**src/rtl/arb_rr_4ch.sv**
```systemverilog
// arb_rr_4ch -- four-channel round-robin arbiter with a one-deep registered output.
//
// Each cycle the arbiter picks one requesting channel and copies its payload
// into an output register. The channel at the round-robin pointer has highest
// priority. After a grant the pointer moves to the channel just after the winner.
//
// Parameters
//   DATA_WIDTH  width of each channel payload (default 32)
//
// Ports
//   i_clk      single clock, rising edge
//   i_rst_n    synchronous active-low reset
//   i_vld      per-channel request valid, bit k = channel k
//   i_val      per-channel payload, index k = channel k
//   o_rdy_up   per-channel accept, one-hot or zero, combinational
//   o_vld      output payload valid
//   i_rdy      downstream accept
//   o_key      registered channel index of o_val
//   o_val      registered payload of the granted channel
//   o_cnt      per-channel saturating grant counters (only with ARB_RR_4CH_CNT_EN)
//
// Build option
//   ARB_RR_4CH_CNT_EN  when defined, adds the o_cnt port and the grant counters.

module arb_rr_4ch #(
  parameter int DATA_WIDTH = 32
) (
  input  logic                       i_clk,
  input  logic                       i_rst_n,
  input  logic [3:0]                 i_vld,
  input  logic [3:0][DATA_WIDTH-1:0] i_val,
  output logic [3:0]                 o_rdy_up,
  output logic                       o_vld,
  input  logic                       i_rdy,
  output logic [1:0]                 o_key,
  output logic [DATA_WIDTH-1:0]      o_val
`ifdef ARB_RR_4CH_CNT_EN
  ,
  output logic [3:0][15:0]           o_cnt
`endif
);

  logic [1:0] ptr;
  logic [1:0] gnt;
  logic [1:0] idx;
  logic       found;
  logic       load;

  // The output register accepts a new word when it is empty or being drained.
  // The reset term keeps o_rdy_up at zero while reset is asserted.
  always_comb begin
    load     = i_rst_n && (!o_vld || i_rdy) && (|i_vld);
    gnt      = 2'd0;
    found    = 1'b0;
    idx      = ptr;
    // The search runs from offset 0 (highest priority) to offset 3. Only the
    // first requester found is kept.
    for (int i = 0; i < 4; i++) begin
      idx = ptr + 2'(i);
      if (!found && i_vld[idx]) begin
        found = 1'b1;
        gnt   = idx;
      end
    end
    o_rdy_up = load ? (4'b0001 << gnt) : 4'b0000;
  end

  // The registers are written only from registered state and the load decision.
  // i_rdy acts only through load, so it never reaches the outputs in the same cycle.
  always_ff @(posedge i_clk) begin
    if (!i_rst_n) begin
      o_vld <= 1'b0;
      o_key <= 2'd0;
      o_val <= '0;
      ptr   <= 2'd0;
    end else if (load) begin
      o_vld <= 1'b1;
      o_key <= gnt;
      o_val <= i_val[gnt];
      ptr   <= gnt + 2'd1;
    end else if (o_vld && i_rdy) begin
      o_vld <= 1'b0;
    end
  end

`ifdef ARB_RR_4CH_CNT_EN
  always_ff @(posedge i_clk) begin
    if (!i_rst_n) begin
      o_cnt <= '0;
    end else begin
      for (int k = 0; k < 4; k++) begin
        if (load && (gnt == 2'(k)) && (o_cnt[k] != 16'hFFFF)) begin
          o_cnt[k] <= o_cnt[k] + 16'd1;
        end
      end
    end
  end
`endif

endmodule

```
**config.mk**
```make
export PLATFORM = sky130hd
export DESIGN_NAME = arb_rr_4ch
export DESIGN_NICKNAME = d
export VERILOG_FILES = /design/src/rtl/arb_rr_4ch.sv
export SDC_FILE = /design/constraint.sdc
export NUM_CORES = 1
export LEC_CHECK = 0
export ABC_CLOCK_PERIOD_IN_PS = 5500
export BUFFER_PORTS_ARGS = -buffer_cell sky130_fd_sc_hd__buf_2
export CAP_MARGIN = 20
export CORE_ASPECT_RATIO = 0.75
export CORE_MARGIN = 2
export CORE_UTILIZATION = 40
export DETAILED_ROUTE_END_ITERATION = 7
export PLACE_DENSITY = 0.8
export SYNTH_ARGS = -nofsm -noshare
export SYNTH_HDL_FRONTEND = slang
export SYNTH_SLANG_ARGS = --single-unit
```
**constraint.sdc**
```tcl
create_clock -name i_clk -period 5.5 [get_ports i_clk]
set_input_delay 1.1 -clock i_clk [delete_from_list [all_inputs] [get_ports i_clk]]
set_output_delay 1.1 -clock i_clk [all_outputs]
set_load 0.01 [all_outputs]
```
-- Word level (Yosys, flattened, before mapping)
Cells that the tools add are included.
- order comparisons: 5
- shift operators: 1
- multiplexer cells: 20
- add/sub/neg operators: 4
- reduce and logical (&&, ||, !) cells: 13
- operator list (kind ; count):
    $bmux 32 s2 ; 1
    $mux 32 ; 1
    $lt 2x3->1 const B ; 5
    $mux 1 ; 9
    $bmux 1 s2 ; 4
    $mux 2 ; 4
    $logic_and 1x1->1 ; 6
    $add 2x1->2 const B ; 2
    $add 2x2->2 const B ; 2
    $logic_not 1->1 ; 4
    $mux 4 ; 1
    $reduce_or 4->1 ; 1
    $shl 1x2->4 const A ; 1
    $reduce_bool 2->1 ; 1
    $logic_or 1x1->1 ; 1
- word-level logic and storage cells: 47
- flip-flop bits (word level): 37

-- Longest topological paths before layout
Gate-level depths: netlist of run 1.
- depth after elaboration: 14
- depth in mapped cells: 7
- depth with buffers taken out: 5

-- Least setup slack after synthesis of run 1
No wires, ideal clock.
- kind: input to output
- start: input port i_vld[0]
- end: output port o_rdy_up[2]
- cell stages on the path: 7
- path buffers: 2
- data required time: 4400 ps
- data arrival time: 2262 ps
- slack: 2138 ps
- cell sequence: a21o_1 -> a21oi_1 -> o22ai_1 -> or2_1 -> buf_2 -> buf_2 -> nor2_1
- longest elaborated chain between the ends: 14
- elaborated cells on any way between the ends: 25
- those cells by class: 1 x shift; 16 x mux; 8 x reduce/logical
- ends and longest elaborated chain (what ; RTL line ; source):
    start, declared ; 30 ; input logic [3:0] i_vld,
    $bmux 1 s2 ; 60 ; if (!found && i_vld[idx]) begin
    $mux 1 (not written as such) ; 60 ;
    $mux 1 ; 60 ;
    $logic_not 1->1 ; 60 ;
    $logic_and 1x1->1 ; 60 ;
    $mux 1 ; 60 ;
    $logic_not 1->1 ; 60 ;
    $logic_and 1x1->1 ; 60 ;
    $mux 1 ; 60 ;
    $logic_not 1->1 ; 60 ;
    $logic_and 1x1->1 ; 60 ;
    $mux 2 ; 60 ;
    $shl 1x2->4 ; 65 ; o_rdy_up = load ? (4'b0001 << gnt) : 4'b0000;
    $mux 4 (*) ; 65 ;
    end, declared ; 32 ; output logic [3:0] o_rdy_up,
Mark *: on every way between the ends. The rest lies on a longest branch, timed or not. The select of a mux whose other input is x is not followed.

-- Worst setup path in the final report of run 1
Ends and elaborated chain as after synthesis.

==> metrics.txt, run 1 <==
# TYPE chip_impl_metric gauge
chip_impl_metric{name="p_leak",unit="nW"} 1.62
chip_impl_metric{name="cts.htree.levels",unit=""} 2
chip_impl_metric{name="die_area",unit="um^2"} 6500
chip_impl_metric{name="timing.final.setup_violations",unit=""} 0
chip_impl_metric{name="ys_async_rst_share",unit="%"} 0
chip_impl_metric{name="mappedNetlistArea",unit="um^2"} 2350
chip_impl_metric{name="pwr-share-clk",unit="%"} 23.2
chip_impl_metric{name="chipWidth",unit="um"} 92.4
chip_impl_metric{name="detailedPlace.worstSlack",unit="ns"} 1.66
chip_impl_metric{name="synth.avg_cell_area",unit="um^2"} 10.7
chip_impl_metric{name="synth_enable_flop_cells",unit=""} 0
chip_impl_metric{name="fin_hold_ws",unit="ns"} 0.461
chip_impl_metric{name="power.density",unit="nW/um^2"} 269
chip_impl_metric{name="detail_route.drc_violations",unit=""} 0
chip_impl_metric{name="finalSetupTns",unit="ns"} 0
chip_impl_info{name="worstSetupPathType",value="primary input to output pin"} 1
chip_impl_metric{name="grt_start_max_net_pins",unit=""} 71
chip_impl_metric{name="die_y",unit="um"} 70.3
chip_impl_metric{name="core_area",unit="um^2"} 5740
chip_impl_metric{name="hold_buffers",unit=""} 0
chip_impl_metric{name="data_required_critical_path",unit="ns"} 4.40
chip_impl_metric{name="syn_to_final_growth",unit="%"} 40.2
chip_impl_metric{name="cp_data_arrival_time",unit="ns"} 2.74
chip_impl_metric{name="final.period_utilization",unit="%"} 69.9
chip_impl_info{name="ys_top_cells_by_area",value="sky130_fd_sc_hd__dfxtp_1, sky130_fd_sc_hd__mux2i_1, sky130_fd_sc_hd__o221ai_2"} 1
chip_impl_metric{name="critical_path_peak_fanout",unit=""} 34
chip_impl_metric{name="post_synth_inst_count",unit=""} 219
chip_impl_metric{name="final_hold_viol_count",unit=""} 0
chip_impl_metric{name="instances_no_fill",unit=""} 463
chip_impl_metric{name="ioPinCount",unit=""} 174
chip_impl_metric{name="synth.yosys.warnings",unit=""} 0
chip_impl_metric{name="drt_first_iter_violations",unit=""} 67
chip_impl_metric{name="routed_wire_length_per_instance",unit="um"} 13.0
chip_impl_metric{name="design_area",unit="um^2"} 3290
chip_impl_metric{name="cap_violations",unit=""} 0
chip_impl_metric{name="layout_min_cycle_time",unit="ns"} 3.84
chip_impl_metric{name="cts.reportedPaths.clkPinSlew",unit="ns"} 0.07
chip_impl_metric{name="worst_clock_skew",unit="ns"} 0.00167
chip_impl_metric{name="crit_path_setup_slack_layout",unit="ns"} 1.66
chip_impl_info{name="cell_taking_the_most_area_after_synthesis",value="sky130_fd_sc_hd__dfxtp_1"} 1
chip_impl_metric{name="worst_slew_pin_slew",unit="ns"} 0.660
chip_impl_metric{name="design_power_total",unit="mW"} 0.885
chip_impl_metric{name="cts_post_setup_buffers_inserted",unit=""} 0
chip_impl_metric{name="p_sw_share",unit="%"} 33.1
chip_impl_metric{name="gp_routability_congestion",unit=""} 0.710
chip_impl_metric{name="grt_usage",unit="%"} 18.4
chip_impl_metric{name="floorplan.initialDensity",unit="%"} 40.9
chip_impl_info{name="synth-main-ff-cell",value="sky130_fd_sc_hd__dfxtp_1"} 1
chip_impl_info{name="rsz_0062_raised_after_global_routing",value="no"} 1
chip_impl_metric{name="power.sequential.fraction",unit="%"} 37.7
chip_impl_metric{name="nNetsFinal",unit=""} 519
chip_impl_metric{name="internal_cell_power",unit="mW"} 0.592
chip_impl_metric{name="num-fill-cells",unit=""} 523
chip_impl_metric{name="synthesis.nets",unit=""} 354
chip_impl_metric{name="antenna_cells_inserted",unit=""} 0
chip_impl_metric{name="worst_slew_margin_rel",unit="%"} 56.0
chip_impl_metric{name="max_freq",unit="MHz"} 260
chip_impl_metric{name="count_of_different_cell_masters_after_synthesis",unit=""} 26
chip_impl_metric{name="dpl-instance-area",unit="um^2"} 3190
chip_impl_metric{name="cts_num_sinks",unit=""} 37
chip_impl_metric{name="vias",unit=""} 2303
chip_impl_metric{name="synth.ff_latch_count",unit=""} 37
chip_impl_info{name="critPathLaunchType",value="primary input"} 1
chip_impl_metric{name="post-synth-top-area-fraction",unit="%"} 31.6
chip_impl_metric{name="post_drt_via_cell_ratio",unit=""} 4.97
chip_impl_info{name="cts_tree",value="done"} 1
chip_impl_metric{name="placementRows",unit=""} 24
chip_impl_info{name="post-synth-top-count-cell",value="sky130_fd_sc_hd__mux2i_1"} 1
chip_impl_info{name="cp-end-kind",value="output pin"} 1
chip_impl_info{name="run_status",value="completed"} 1
chip_impl_metric{name="hpwlAfterDp",unit="um"} 4620
chip_impl_metric{name="seq_area_frac_synth",unit="%"} 31.6
chip_impl_metric{name="cts.path.max_buffers",unit=""} 2
chip_impl_metric{name="vdd_ir_drop_max",unit="mV"} 0.137
chip_impl_metric{name="grt_pass1_wl",unit="um"} 9780
chip_impl_info{name="hold_path_class",value="register to register"} 1
chip_impl_info{name="netlist_top_cells_count",value="sky130_fd_sc_hd__mux2i_1, sky130_fd_sc_hd__dfxtp_1, sky130_fd_sc_hd__nand2_1"} 1
chip_impl_metric{name="post_cts_repair_resize_count",unit=""} 0
chip_impl_metric{name="grt_pass1_vias",unit=""} 2279
chip_impl_metric{name="grt_antenna_before_repair",unit=""} 0
chip_impl_metric{name="placement.io_buffers",unit=""} 173
chip_impl_metric{name="finalWirelength",unit="um"} 6030
chip_impl_metric{name="cts_inserted_buffers",unit=""} 5
chip_impl_metric{name="dpl.cell_count",unit=""} 455
chip_impl_metric{name="dr.pass1.iters",unit=""} 4
chip_impl_metric{name="combinationalPowerShare",unit="%"} 39.1
chip_impl_metric{name="grt_overflow_total",unit=""} 0
chip_impl_metric{name="finish.utilization",unit="%"} 57.4
chip_impl_metric{name="fraction_of_final_layout_cells_sized_beyond_drive_strength_1",unit="%"} 57.1
chip_impl_info{name="cts.root.buffer_cell",value="sky130_fd_sc_hd__clkbuf_8"} 1
chip_impl_metric{name="sw_power",unit="mW"} 0.293
chip_impl_metric{name="worstSkewPairLatency",unit="ns"} 0.28
chip_impl_metric{name="timing_max_transition_violations_final",unit=""} 0
chip_impl_metric{name="postRouteAntennaNets",unit=""} 0
[cells in the final DEF (no fill, tap or decap), drive strengths merged]
cell	n
or4	1
nor4	1
a21boi	1
and2	1
o21ai	2
nor2b	5
a21o	1
clkinv	1
inv	4
xor2	1
o22ai	1
nand3	1
nand2	35
or2	1
buf	176
mux2i	66
clkbuf	7
nor2	6
a21oi	4
o221ai	33
dfxtp	37
[worst paths after layout]
path	startpoint	end	slack (ns)	cells after the start
max	i_vld[0]	o_rdy_up[2]	1.66	8
min	o_val[14]$_SDFFE_PN0P_	o_val[14]$_SDFFE_PN0P_	0.46	2
max reg2reg	ptr[0]$_SDFFE_PN0P_	o_val[15]$_SDFFE_PN0P_	3.38	5
min reg2reg	o_val[14]$_SDFFE_PN0P_	o_val[14]$_SDFFE_PN0P_	0.46	2
[per-layer routing]
metal	vias up	routed length [um]	global-route usage [%]
met4	0	70	5.64
met1	1044	2420	20.9
li1	1146	-	-
met5	-	0	0
met2	107	3020	33.7
met3	6	517	4.75
[layout make-up]
type | instances | area [um^2] | share of cell area [%]
flip-flops and latches | 37 | 741 | 22.5
multi-input cells | 160 | 1450 | 44.0
clock inverters | 1 | 5.00 | 0.152
inverters | 4 | 15.0 | 0.456
repair buffers | 176 | 888 | 27.0
clock buffers | 7 | 96.3 | 2.93
well taps | 78 | 97.6 | 2.97
[critical path: stages]
cell                      delay (ns)
sky130_fd_sc_hd__buf_2          0.12
sky130_fd_sc_hd__nor2b_1        0.19
sky130_fd_sc_hd__nor2_1         0.06
sky130_fd_sc_hd__o22ai_1        0.36
sky130_fd_sc_hd__or2_2          0.20
sky130_fd_sc_hd__buf_4          0.47
sky130_fd_sc_hd__nor2_1         0.08
sky130_fd_sc_hd__buf_2          0.16
[power groups by stage]
stage	Sequential [mW]	Clock [mW]	Combinational, mW
floorplan	0.357	0	0.236
global placement	0.338	0	0.340
global route	0.338	0.222	0.378
detailed placement	0.338	0	0.352
CTS	0.333	0.213	0.351
finish	0.333	0.205	0.346
[cell families after synthesis]
kind of cell,Yosys count,share of synthesized area (%)
buffers and inverters,22,7.09
DFF,37,31.6
xor gates and xnor gates,1,0.373
AOI/OAI and AO/OA,42,22.5
and+or+nand+nor,51,10.3
muxes,66,28.2
[state kept, by name (all words and copies together) (netlist names)]
signal,count
o_key,2
ptr,2
o_val,32
o_vld,1
Power figures use the tool's default switching activity.
==> run 2: changes to the inputs <==
--- a/config.mk
+++ b/config.mk
@@ -5,7 +5,7 @@
 export SDC_FILE = /design/constraint.sdc
 export NUM_CORES = 1
 export LEC_CHECK = 0
-export ABC_CLOCK_PERIOD_IN_PS = 5500
+export ABC_CLOCK_PERIOD_IN_PS = 3600
 export BUFFER_PORTS_ARGS = -buffer_cell sky130_fd_sc_hd__buf_2
 export CAP_MARGIN = 20
 export CORE_ASPECT_RATIO = 0.75
==> constraint.sdc (replaced) <==
create_clock -name i_clk -period 3.6 [get_ports i_clk]
set_input_delay 0.72 -clock i_clk [delete_from_list [all_inputs] [get_ports i_clk]]
set_output_delay 0.72 -clock i_clk [all_outputs]
set_load 0.01 [all_outputs]
==> run 2 against run 1 <==
  * Clock-buffer cell count is the same
  * First-iteration DRC count shrank 16%
  * Register-to-register slack lost 2.0 ns
  * Die area is the same
  * Non-clock buffer count grew 3
  * Routed wire length grew 7.3%
  * Core utilization grew 0.13 points
  * Cell count grew 0.43%
==> metrics.txt, run 2 (same netlist as run 1, synthesis figures left out) <==
# TYPE chip_impl_metric gauge
chip_impl_info{name="grt_peak_use_layer",value="met2"} 1
chip_impl_metric{name="worstSkewPairLatency",unit="ns"} 0.27
chip_impl_metric{name="instances_no_fill",unit=""} 465
chip_impl_metric{name="antenna_cells_inserted",unit=""} 0
chip_impl_metric{name="hold_buffers",unit=""} 0
chip_impl_metric{name="critical_path_peak_fanout",unit=""} 26
chip_impl_metric{name="die_y",unit="um"} 70.3
chip_impl_metric{name="finalWirelength",unit="um"} 6470
chip_impl_metric{name="floorplan.initialDensity",unit="%"} 40.9
chip_impl_metric{name="grt_overflow_total",unit=""} 0
chip_impl_metric{name="grt_pass1_vias",unit=""} 2244
chip_impl_info{name="final_common_cell",value="sky130_fd_sc_hd__buf_2"} 1
chip_impl_metric{name="max_freq",unit="MHz"} 365
chip_impl_metric{name="detail_route.drc_violations",unit=""} 0
chip_impl_metric{name="power.density",unit="nW/um^2"} 404
chip_impl_info{name="cp-end-kind",value="output pin"} 1
chip_impl_metric{name="vias",unit=""} 2292
chip_impl_metric{name="core_area",unit="um^2"} 5740
chip_impl_info{name="hold_path_class",value="register to register"} 1
chip_impl_metric{name="gp_routability_congestion",unit=""} 0.738
chip_impl_metric{name="ioPinCount",unit=""} 174
chip_impl_metric{name="grt_usage",unit="%"} 19.3
chip_impl_info{name="worst_setup_path_startpoint",value="i_vld[0]"} 1
chip_impl_metric{name="grt_start_max_net_pins",unit=""} 33
chip_impl_metric{name="worst_slew_margin_rel",unit="%"} 64.2
chip_impl_info{name="worstSetupPathType",value="primary input to output pin"} 1
chip_impl_metric{name="cts.htree.levels",unit=""} 2
chip_impl_metric{name="final_hold_viol_count",unit=""} 0
chip_impl_metric{name="gr-usage-met2",unit="%"} 35.9
chip_impl_metric{name="p_leak",unit="nW"} 1.62
chip_impl_metric{name="cap_violations",unit=""} 0
chip_impl_metric{name="post_drt_via_cell_ratio",unit=""} 4.93
chip_impl_metric{name="timing.final.setup_violations",unit=""} 0
chip_impl_metric{name="syn_to_final_growth",unit="%"} 40.5
chip_impl_metric{name="cts.reportedPaths.clkPinSlew",unit="ns"} 0.07
chip_impl_metric{name="grtUsageMet3",unit="%"} 5.93
chip_impl_info{name="register_with_the_highest_flop_count",value="o_val"} 1
chip_impl_metric{name="post_cts_repair_resize_count",unit=""} 0
chip_impl_info{name="most-common-layout-cells",value="sky130_fd_sc_hd__buf_2, sky130_fd_sc_hd__mux2i_1, sky130_fd_sc_hd__dfxtp_1"} 1
chip_impl_metric{name="worst_slew_pin_slew",unit="ns"} 0.537
chip_impl_metric{name="data_required_critical_path",unit="ns"} 2.88
chip_impl_info{name="r2r_start",value="ptr[0]$_SDFFE_PN0P_"} 1
chip_impl_metric{name="placement.io_buffers",unit=""} 173
chip_impl_metric{name="largest_register_ffs",unit=""} 32
chip_impl_metric{name="die_area",unit="um^2"} 6500
chip_impl_metric{name="cts.path.max_buffers",unit=""} 2
chip_impl_metric{name="grt_pass1_wl",unit="um"} 10000
chip_impl_info{name="largestRegisters",value="o_val x32, o_key x2, ptr x2"} 1
chip_impl_metric{name="cts_post_setup_buffers_inserted",unit=""} 0
chip_impl_metric{name="layout_min_cycle_time",unit="ns"} 2.74
chip_impl_metric{name="nNetsFinal",unit=""} 522
chip_impl_metric{name="finalSetupTns",unit="ns"} 0
chip_impl_metric{name="chipWidth",unit="um"} 92.4
chip_impl_metric{name="placementRows",unit=""} 24
chip_impl_metric{name="timing_max_transition_violations_final",unit=""} 0
chip_impl_info{name="cts.root.buffer_cell",value="sky130_fd_sc_hd__clkbuf_8"} 1
chip_impl_metric{name="cts_num_sinks",unit=""} 37
chip_impl_metric{name="routed_wire_length_per_instance",unit="um"} 13.9
chip_impl_info{name="run_status",value="completed"} 1
chip_impl_metric{name="drt_first_iter_violations",unit=""} 56
chip_impl_metric{name="fraction_of_final_layout_cells_sized_beyond_drive_strength_1",unit="%"} 57.1
chip_impl_metric{name="worst_clock_skew",unit="ns"} 0.00298
chip_impl_metric{name="grtUsageMet1",unit="%"} 21.4
chip_impl_info{name="critPathLaunchType",value="primary input"} 1
chip_impl_metric{name="postRouteAntennaNets",unit=""} 0
chip_impl_info{name="hold_path.startpoint",value="o_val[11]$_SDFFE_PN0P_"} 1
chip_impl_info{name="cts_tree",value="done"} 1
chip_impl_metric{name="final.period_utilization",unit="%"} 76.1
chip_impl_info{name="rsz_0062_raised_after_global_routing",value="no"} 1
chip_impl_metric{name="hpwlAfterDp",unit="um"} 5020
chip_impl_metric{name="vdd_ir_drop_max",unit="mV"} 0.196
chip_impl_metric{name="cts_inserted_buffers",unit=""} 5
chip_impl_metric{name="dr.pass1.iters",unit=""} 3
chip_impl_metric{name="cp_data_arrival_time",unit="ns"} 2.02
chip_impl_metric{name="grt_antenna_before_repair",unit=""} 0
chip_impl_metric{name="dpl.cell_count",unit=""} 458
## run 2: changes by cell type in the layout (fill, tap and decap cells not counted)
cell                       delta
sky130_fd_sc_hd__buf_4        +3
sky130_fd_sc_hd__clkbuf_1     +1
sky130_fd_sc_hd__clkbuf_8     -1
sky130_fd_sc_hd__clkinv_2     -1
## run 2: cell type report
type / count / area, um^2
Sequential cell: 37 / 741
Inverter: 4 / 15.0
Fill cell: 525 / 2440
Tap cell: 78 / 97.6
Multi-Input combinational cell: 160 / 1450
Timing Repair Buffer: 179 / 911
Clock buffer: 7 / 86.3
## run 2: worst paths after layout
check	to	slack, ns	cells after the start
max	o_rdy_up[1]	0.86	7
min	o_val[11]$_SDFFE_PN0P_	0.46	2
max reg2reg	o_val[3]$_SDFFE_PN0P_	1.37	6
min reg2reg	o_val[11]$_SDFFE_PN0P_	0.46	2
## run 2: power by group
part | total (mW) | switching (mW) | internal (mW)
combinational | 0.539 | 0.280 | 0.259
clock | 0.286 | 0.134 | 0.152
sequential | 0.509 | 0.0338 | 0.475
## run 2: critical path, stage by stage
cell and delay (ns):
sky130_fd_sc_hd__buf_2 0.12, sky130_fd_sc_hd__nor2b_1 0.14, sky130_fd_sc_hd__or4_4 0.52, sky130_fd_sc_hd__nand2_8 0.23
sky130_fd_sc_hd__inv_2 0.06, sky130_fd_sc_hd__nor2_1 0.10, sky130_fd_sc_hd__buf_2 0.13
## run 2: metrics by stage
stage | setup WS, ns | util, % | hold slack [ns] | power (mW) | area [um^2]
floorplan | 0.998 | - | 0.501 | 0.907 | 2350
global placement | 0.882 | 56.0 | 0.439 | 1.04 | 3210
detailed placement | 0.824 | 56.0 | 0.445 | 1.06 | 3210
CTS | 0.854 | 57.5 | 0.463 | 1.35 | 3300
global route | 0.780 | 57.5 | 0.478 | 1.42 | 3300
finish | 0.860 | 57.5 | 0.460 | 1.33 | 3300
## run 2: metal layers
metal | up-vias | wire length (um) | share of wire, %
li1 | 1156 | - | -
met1 | 1041 | 2630 | 41
met2 | 93 | 3300 | 51
met3 | 2 | 517 | 8.0
met4 | 0 | 21 | 0.32
met5 | - | 0 | 0
